### config.mk
export PLATFORM = sky130hd
export DESIGN_NAME = llc_set_writer
export DESIGN_NICKNAME = d
export VERILOG_FILES = /design/src/rtl/llc_set_writer_pkg.sv /design/src/rtl/llc_way_prio_enc.sv /design/src/rtl/llc_set_writer.sv
export SDC_FILE = /design/constraint.sdc
export NUM_CORES = 1
export LEC_CHECK = 0
export CAP_MARGIN = 0
export CORE_AREA = 2 2 732 734
export DETAILED_ROUTE_END_ITERATION = 7
export DIE_AREA = 0 0 734 736
export SETUP_SLACK_MARGIN = 0.15
export SYNTH_ARGS = -nofsm -noshare
export SYNTH_HDL_FRONTEND = slang
export SYNTH_SLANG_ARGS = --single-unit
### constraint.sdc
create_clock -name clk -period 2.8 [get_ports clk]
set_input_delay 0.28 -clock clk [delete_from_list [all_inputs] [get_ports clk]]
set_output_delay 0.28 -clock clk [all_outputs]
set_load 0.01 [all_outputs]
### src/rtl/llc_set_writer_pkg.sv
// +----------------------------------------------------------------------------+
// | llc_set_writer_pkg: shared LLC cache types and set-writer state encoding.  |
// | Revision: 1.0                                                              |
// +----------------------------------------------------------------------------+
`default_nettype none

`ifndef LLC_WAYS
`define LLC_WAYS 16
`endif

package llc_set_writer_pkg;

  localparam int LLC_WAYS     = `LLC_WAYS;
  localparam int LLC_SET_BITS = 8;
  localparam int LLC_TAG_BITS = 12;
  localparam int LINE_BITS    = 64;
  localparam int WAY_BITS     = (LLC_WAYS > 1) ? $clog2(LLC_WAYS) : 1;

  typedef logic [LLC_SET_BITS-1:0]              llc_set_t;
  typedef logic [WAY_BITS-1:0]                  llc_way_t;
  typedef logic [LLC_TAG_BITS-1:0]              llc_tag_t;
  typedef logic [LLC_TAG_BITS+LLC_SET_BITS-1:0] line_addr_t;
  typedef logic [LINE_BITS-1:0]                 line_t;
  typedef logic [2:0]                           llc_state_t;
  typedef logic [LLC_WAYS-1:0]                  sharers_t;
  typedef logic [WAY_BITS-1:0]                  owner_t;
  typedef logic [1:0]                           hprot_t;

  typedef enum logic [2:0] {
    WR_IDLE    = 3'd0,
    WR_SCAN    = 3'd1,
    WR_MEM_REQ = 3'd2,
    WR_SRAM_WR = 3'd3,
    WR_DONE    = 3'd4
  } llc_set_writer_state_t;

endpackage

`default_nettype wire

### src/rtl/llc_way_prio_enc.sv
// +----------------------------------------------------------------------------+
// | llc_way_prio_enc: lowest-set-bit encoder over a way mask, with valid flag. |
// | Revision: 1.0                                                              |
// +----------------------------------------------------------------------------+
`default_nettype none

module llc_way_prio_enc #(
  parameter int WAYS = 16,
  parameter int IW   = (WAYS > 1) ? $clog2(WAYS) : 1
) (
  input  logic [WAYS-1:0] req_i,
  output logic [IW-1:0]   idx_o,
  output logic            valid_o
);

  // Walk downward so the lowest requesting way is the final assignment.
  always_comb begin
    idx_o   = '0;
    valid_o = |req_i;
    for (int i = WAYS - 1; i >= 0; i--) begin
      if (req_i[i]) idx_o = IW'(i);
    end
  end

endmodule

`default_nettype wire

### src/rtl/llc_set_writer.sv
// +----------------------------------------------------------------------------+
// | llc_set_writer: commits one LLC set's way buffers to SRAM, evicting dirty  |
// | lines to memory first. LLC_SET_WRITER_SKIP_EN selects the skipping scan.   |
// | Revision: 1.0                                                              |
// +----------------------------------------------------------------------------+
`default_nettype none

module llc_set_writer
  import llc_set_writer_pkg::*;
#(
  parameter int WAYS = LLC_WAYS
) (
  input  logic       clk,
  input  logic       rst,
  input  logic       rst_state,
  input  logic       start,
  input  llc_set_t   set_in,
  input  logic [WAYS-1:0] wr_mask,
  input  logic [WAYS-1:0] wb_mask,
  input  line_t      lines_buf      [WAYS],
  input  llc_tag_t   tags_buf       [WAYS],
  input  llc_state_t states_buf     [WAYS],
  input  sharers_t   sharers_buf    [WAYS],
  input  owner_t     owners_buf     [WAYS],
  input  hprot_t     hprots_buf     [WAYS],
  input  logic       dirty_bits_buf [WAYS],
  output logic       busy,
  output logic       done,
  output logic       wr_en,
  output llc_set_t   wr_set,
  output llc_way_t   wr_way,
  output line_t      wr_data_line,
  output llc_tag_t   wr_data_tag,
  output llc_state_t wr_data_state,
  output sharers_t   wr_data_sharers,
  output owner_t     wr_data_owner,
  output hprot_t     wr_data_hprot,
  output logic       wr_data_dirty_bit,
  output logic       llc_mem_req_valid,
  input  logic       llc_mem_req_ready,
  output line_addr_t llc_mem_req_addr,
  output line_t      llc_mem_req_line,
  output hprot_t     llc_mem_req_hprot,
  output logic       llc_mem_req_hwrite
);

  localparam int            IW       = (WAYS > 1) ? $clog2(WAYS) : 1;
  localparam logic [IW-1:0] LAST_IDX = IW'(WAYS - 1);

  llc_set_writer_state_t state_q;
  logic [IW-1:0]         idx_q;
  logic [WAYS-1:0]       pend_q;
  logic [WAYS-1:0]       wb_q;
  llc_set_t              set_q;
  logic                  evicted_q;

  logic [IW-1:0]         w_scan_idx;
  logic                  w_scan_hit;
  logic                  w_wr;
  logic                  w_mreq;

`ifdef LLC_SET_WRITER_SKIP_EN
  logic [IW-1:0] w_enc_idx;
  logic          w_enc_valid;

  llc_way_prio_enc #(.WAYS(WAYS), .IW(IW)) u_prio_enc (
    .req_i   (pend_q),
    .idx_o   (w_enc_idx),
    .valid_o (w_enc_valid)
  );

  assign w_scan_idx = w_enc_idx;
  assign w_scan_hit = w_enc_valid;
`else
  assign w_scan_idx = idx_q;
  assign w_scan_hit = pend_q[idx_q];
`endif

  always_ff @(posedge clk or negedge rst) begin
    if (!rst) begin
      state_q   <= WR_IDLE;
      idx_q     <= '0;
      pend_q    <= '0;
      wb_q      <= '0;
      set_q     <= '0;
      evicted_q <= 1'b0;
    end else if (rst_state) begin
      state_q   <= WR_IDLE;
      idx_q     <= '0;
      pend_q    <= '0;
      evicted_q <= 1'b0;
    end else begin
      case (state_q)
        WR_IDLE: begin
          if (start) begin
            set_q   <= set_in;
            pend_q  <= wr_mask | wb_mask;
            wb_q    <= wb_mask;
            idx_q   <= '0;
            state_q <= WR_SCAN;
          end
        end
        WR_SCAN: begin
          if (w_scan_hit) begin
            idx_q   <= w_scan_idx;
            state_q <= (wb_q[w_scan_idx] & dirty_bits_buf[w_scan_idx]) ? WR_MEM_REQ : WR_SRAM_WR;
          end else begin
`ifdef LLC_SET_WRITER_SKIP_EN
            state_q <= WR_DONE;
`else
            if (idx_q == LAST_IDX) state_q <= WR_DONE;
            else                   idx_q   <= idx_q + 1'b1;
`endif
          end
        end
        WR_MEM_REQ: begin
          if (llc_mem_req_ready) begin
            evicted_q <= 1'b1;
            state_q   <= WR_SRAM_WR;
          end
        end
        WR_SRAM_WR: begin
          pend_q[idx_q] <= 1'b0;
          evicted_q     <= 1'b0;
          if (idx_q == LAST_IDX) begin
            state_q <= WR_DONE;
          end else begin
            idx_q   <= idx_q + 1'b1;
            state_q <= WR_SCAN;
          end
        end
        WR_DONE: state_q <= WR_IDLE;
        default: state_q <= WR_IDLE;
      endcase
    end
  end

  assign w_wr   = (state_q == WR_SRAM_WR);
  assign w_mreq = (state_q == WR_MEM_REQ);

  assign busy  = (state_q != WR_IDLE);
  assign done  = (state_q == WR_DONE);
  assign wr_en = w_wr;

  // Data ports are gated by state so every output is zero while idle or in reset.
  assign wr_set            = w_wr ? set_q                  : '0;
  assign wr_way            = w_wr ? llc_way_t'(idx_q)      : '0;
  assign wr_data_line      = w_wr ? lines_buf[idx_q]       : '0;
  assign wr_data_tag       = w_wr ? tags_buf[idx_q]        : '0;
  assign wr_data_state     = w_wr ? states_buf[idx_q]      : '0;
  assign wr_data_sharers   = w_wr ? sharers_buf[idx_q]     : '0;
  assign wr_data_owner     = w_wr ? owners_buf[idx_q]      : '0;
  assign wr_data_hprot     = w_wr ? hprots_buf[idx_q]      : '0;
  assign wr_data_dirty_bit = w_wr & dirty_bits_buf[idx_q] & ~evicted_q;

  assign llc_mem_req_valid  = w_mreq;
  assign llc_mem_req_hwrite = w_mreq;
  assign llc_mem_req_addr   = w_mreq ? {tags_buf[idx_q], set_q} : '0;
  assign llc_mem_req_line   = w_mreq ? lines_buf[idx_q]         : '0;
  assign llc_mem_req_hprot  = w_mreq ? hprots_buf[idx_q]        : '0;

endmodule

`default_nettype wire

==> impl_metrics.env <==
export IMPL_numCtsBuffers=5
export IMPL_cp_data_required_time_ns=2.52
export IMPL_overflow=0
export IMPL_area_growth_pct=211
export IMPL_drive_gt1_share_pct=38.2
export IMPL_outcome="finished, violations left"
export IMPL_vias=24357
export IMPL_max_slew_margin_rel_pct=52.2
export IMPL_seqPwrFrac_pct=4.8
export IMPL_grt_total_usage_pct=12.6
export IMPL_drt_wirelength_per_cell_um=34.6
export IMPL_cap_violations=0
export IMPL_drtAntennaViolNets=0
export IMPL_drc=0
export IMPL_synthSimpleGateAreaFrac_pct=11.3
export IMPL_dp_hpwl_um=334000
export IMPL_root_buffer="clkbuf_16"
export IMPL_fp_coreArea_um2=532000
export IMPL_grt_pass1_wl_um=406000
export IMPL_p_sw_share_pct=44.5
export IMPL_grt_setup_unrepaired="true"
export IMPL_yosys_top_cells_area="mux4_2 74%, and2_1 7.9%, dfrtp_1 7.6%"
export IMPL_yosysTopAreaCell="mux4_2"
export IMPL_p_leak_uw=0.0152
export IMPL_grt_start_max_net_pins=51
export IMPL_syn_cell_area_um2=15800
export IMPL_yosysUniqueCellTypes=38
export IMPL_finalHoldViolCount=0
export IMPL_min_period_ns=3.53
export IMPL_yosysSeqAreaShare_pct=7.59
export IMPL_fin_setup_tns_ns=-106.30
export IMPL_critPathMaxStageDelay_ns=0.67
export IMPL_mostFrequentLayoutCell="clkdlybuf4s50_1"
export IMPL_reg2reg_slack_ns=-0.54
export IMPL_synth_area_per_cell_um2=14.0
export IMPL_synthAdderAreaFrac_pct=0.316
export IMPL_yosysWarnings=0
export IMPL_pwr_share_comb_pct=91.2
export IMPL_fp_row_count=268
export IMPL_clk_path_buf_depth=2
export IMPL_dpl_cell_area_um2=46100
export IMPL_syn_num_nets=2810
export IMPL_intPower_uw=12900
export IMPL_p_clk_share_pct=4.0
export IMPL_nets=4890
export IMPL_grt_pass1_vias=24302
export IMPL_path_clk_slew_ns=0.10
export IMPL_drv_slew=0
export IMPL_synthCells=1129
export IMPL_clock_latency_ns=0.35
export IMPL_initial_utilization_pct=2.97
export IMPL_switchingPower_uw=10300
export IMPL_crit_type="reg2out"
export IMPL_critical_path_buf_inv_count=6
export IMPL_stdcell_area_um2=49200
export IMPL_path_cells="buf_12 -> buf_16 -> buf_12 -> buf_4 -> buf_6 -> mux4_2 -> mux4_2 -> and2_4 -> dlygate4sd2_1"
export IMPL_via_per_inst=2.36
export IMPL_holdWs_ns=0.462
export IMPL_cp_slowest_cell="mux4_2"
export IMPL_crit_fanout=6
export IMPL_min_path_type="in2reg"
export IMPL_synthMuxAreaShare_pct=74.2
export IMPL_h_tree_depth=2
export IMPL_initialDrtViolationCount=1973
export IMPL_cp_arrival_ns=3.25
export IMPL_fin_worst_skew_ns=0.0228
export IMPL_ys_ff_latch=48
export IMPL_die_y_um=736
export IMPL_layout_common_cells="1691 x clkdlybuf4s50_1, 520 x mux4_2, 169 x buf_12"
export IMPL_ir_worst_vdd_v=0.000336
export IMPL_dr_pass1_iters=7
export IMPL_p_per_area_nw_per_um2=471
export IMPL_failed_checks="negative setup slack"
export IMPL_routed_wl_um=357000
export IMPL_fin_util_pct=9.26
export IMPL_setup_violations=187
export IMPL_numClockSinks=48
export IMPL_cp_start_kind="flip-flop"
export IMPL_synth_top_family_by_area="multiplexers"
export IMPL_num_io_pins=1882
export IMPL_gp_congestion=0.960
export IMPL_totalPowerFinal_uw=23200
export IMPL_cts_tree="done"
export IMPL_crit_family="multiplexers"
export IMPL_antenna_found_initial=367
export IMPL_synth_top_area_share_pct=74.0
export IMPL_synth_xor_area_share_pct=0
export IMPL_synth_compound_area_share_pct=2.44
export IMPL_setup_ws_ns=-0.733
export IMPL_endpoint_kind="primary output"
export IMPL_tightest_slew_ns=0.709
export IMPL_chipWidth_um=734
export IMPL_io_buffer_count=1881
export IMPL_min_period_over_period_pct=126
export IMPL_die_area_um2=540000
export IMPL_fmaxAchievable_mhz=283
-- power by group through the flow --
| stage | Combinational, µW | Sequential, µW | Clock, µW |
|---|---|---|---|
| after global placement | 18900 | 1140 | 0 |
| final | 21200 | 1110 | 924 |
| after CTS | 20800 | 1110 | 978 |
| after global routing | 22300 | 1140 | 991 |
| after detailed placement | 18800 | 1140 | 0 |
| after floorplan | 7220 | 1030 | 0 |
-- worst register-to-register path: stages (launching register included) --
cell and delay, ns:
dfrtp_4 0.49, buf_12 0.15, buf_4 0.15, buf_16 0.15
buf_4 0.16, buf_12 0.14, mux4_2 0.45, mux4_2 0.55
and2_4 0.17, or3_4 0.40, o31ai_4 0.32, buf_6 0.15
-- cell type report --
| cell class | instances | area (µm²) |
|---|---|---|
| Fill cell | 61282 | 483000 |
| Timing Repair Buffer | 2227 | 24300 |
| Multi-Input combinational cell | 919 | 14400 |
| Tap cell | 7020 | 8780 |
| Sequential cell | 48 | 1220 |
| Antenna cell | 97 | 243 |
| Clock buffer | 5 | 125 |
| Clock inverter | 3 | 68.8 |
| Inverter | 7 | 42.5 |
| Timing Repair inverter | 1 | 8.76 |
-- what timing repair did --
| item | 4_1_cts | 5_1_grt |
|---|---|---|
| hold endpoints to repair | 12 | 0 |
| pin swaps | 14 | 32 |
| setup endpoints to repair | 194 | 188 |
| buffers inserted | 55 | 52 |
| hold buffers | 1 | 0 |
| resized for setup | 328 | 314 |
| cloned | 12 | 3 |
-- Yosys cell counts --
cell type	instances
buf_1	15
o32ai_2	1
or3_1	2
nor2b_1	5
o21ai_1	24
clkbuf_1	103
a211oi_1	1
buf_4	1
nand2_1	93
a41oi_1	1
buf_6	1
a21oi_1	16
mux2_1	1
o211ai_1	3
o21bai_1	1
or3_4	1
o31ai_2	1
nand3_1	4
and2_1	200
inv_1	4
mux4_2	520
o21ai_0	11
nand3b_1	1
and3_1	2
inv_2	3
buf_2	35
mux2i_1	1
nand2b_1	2
a31oi_1	4
ha_1	4
nor3_1	7
nor3b_1	1
nor2_1	7
o221ai_1	1
o22ai_1	2
or4_1	1
a2bb2oi_1	1
dfrtp_1	48
-- logic make-up (layout without fill, tap and decap cells) --
logic type                 count (synthesis)  count (layout)
other                                      0              97
AOI/OAI and AO/OA                         67              67
and+or+nand+nor                          326             326
adders and majority gates                  4               4
buffers and inverters                    162            2243
DFF                                       48              48
muxes                                    522             522
-- metrics by stage --
| stage | instances | setup slack [ns] |
|---|---|---|
| 2_1_floorplan | 1129 | 0.150 |
| 3_3_place_gp | 10099 | -0.746 |
| 3_5_place_dp | 10099 | -0.720 |
| 4_1_cts | 10175 | -0.841 |
| 5_1_grt | 10290 | -0.778 |
| 6_report | 10327 | -0.733 |
-- metal layers --
metal / part of all wire, % / vias to the layer above / track usage (%)
li1: - / 9196 / -
met1: 36 / 12139 / 13.8
met2: 49 / 2215 / 22.2
met3: 11 / 675 / 5.31
met4: 3.8 / 132 / 3.37
met5: 0.25 / - / 0
-- path summary, 6_finish.rpt --
| check | endpoint | cells past startpoint | start |
|---|---|---|---|
| worst max-delay path | wr_data_tag[4] | 9 | idx_q[0] |
| worst min-delay path | set_q[6] | 3 | set_in[6] |
| worst max register to register | idx_q[0] | 11 | idx_q[0] |
| worst min register to register | wb_q[6] | 2 | wb_q[6] |
| max in group asynchronous | wb_q[14] | 3 | rst |
| min in group asynchronous | idx_q[0] | 2 | rst |
-- flip-flops by register name (all words and copies together) (netlist names) --
signal	count
pend_q	16
idx_q	4
state_q	3
evicted_q	1
wb_q	16
set_q	8
No activity file was read; power rests on OpenSTA's default activity.
==> edit: new RTL, config.mk and constraints unchanged <==
Set the package constant `LINE_BITS` to 68 (it was 64).
--- a/src/rtl/llc_set_writer_pkg.sv
+++ b/src/rtl/llc_set_writer_pkg.sv
@@ -14,5 +14,5 @@
   localparam int LLC_SET_BITS = 8;
   localparam int LLC_TAG_BITS = 12;
-  localparam int LINE_BITS    = 64;
+  localparam int LINE_BITS    = 68;
   localparam int WAY_BITS     = (LLC_WAYS > 1) ? $clog2(LLC_WAYS) : 1;
 
Interface: changed (resized lines_buf, llc_mem_req_line and wr_data_line); port bits go from 1882 to 1954. The function was not compared with the original's and may differ.
==> edit against the unedited design <==
The run still ends with negative setup slack left. Area after synthesis grew 4.9%. Critical endpoint is now wr_data_sharers[12]. Sequential cell count is the same. Largest cell class unchanged. Non-clock buffer count grew 93. Routed wire length grew 19%. Combinational power shrank 21%. Total power shrank 20%. Design area grew 3.9%. Worst setup slack lost 0.040 ns.
==> edit: results (changes against the unedited design) <==
status finished, violations left; post-synthesis sequential area ratio 7.24% (-0.36 points); Mapped Nets 2,868 (+2.1%); Synth Area in Compound Gates 2.69% (+0.26 points); r2r setup slk -0.31 ns (+0.23 ns); Max FO, Critical Path 8 (+2); CTS resizes 434 (+32%); TNS Setup -109.87 ns (-3.57 ns); Hold WC Path Type input port to async pin; Worst path max stage delay 0.64 ns (-0.03 ns); Cell variety after synth 47 (+24%); grt met3 use 9.26% (+3.9 points); DPL Wire Length 396,000 um (+19%); worst setup margin -0.773 ns (-0.0399 ns); GR Layer Usage met2 22.2% (+0.047 points); skew final 0.0279 ns (+0.00510 ns); multiplexer share of the synthesized area 74.9% (+0.68 points); hold slack 0.430 ns (-0.0316 ns); final RePlAce weighted congestion 1.02 (+6.8%); final wirelength 425,000 um (+19%); first-pass GRT wire length 480,000 um (+18%); Syn Area/Cell 14.8 um^2 (+5.5%); Adder-Cell Fraction of Synth Area 0.302% (-0.015 points); most frequent cells after synthesis mux4_2 (537), and2_1 (205), clkbuf_1 (84), dfrtp_1 (48), buf_2 (32); DR vias 26,400 (+8.4%); antenna violations before repair 447 (+22%); count of endpoints failing setup in the final report 195 (+4.3%); violated checks negative setup slack
-- edit: changes by cell type after synthesis, moves of 4 or more --
cell / unedited run / this run
mux2_1: 1 / 20
buf_1: 15 / 9
a21oi_1: 16 / 20
and2_1: 200 / 205
o21ai_0: 11 / 7
mux4_2: 520 / 537
nor2_1: 7 / 29
mux2_4: 0 / 4
nand2_1: 93 / 7
clkbuf_1: 103 / 84
buf_6: 1 / 30
-- edit: report_power, final --
| part | total [mW] | leakage, nW | internal, mW | switching (mW) |
|---|---|---|---|---|
| Combinational | 16.7 | 14.9 | 9.38 | 7.32 |
| Clock | 0.840 | 0.0848 | 0.429 | 0.410 |
| Sequential | 1.02 | 0.582 | 0.863 | 0.160 |
-- edit: area by class of cell --
type | instances | area [um^2]
Fill cell | 61000 | 481000
Inverter | 6 | 52.6
Timing Repair Buffer | 2320 | 25700
Antenna cell | 133 | 333
Multi-Input combinational cell | 911 | 14900
Clock inverter | 3 | 47.5
Sequential cell | 48 | 1220
Clock buffer | 5 | 125
Tap cell | 7020 | 8780
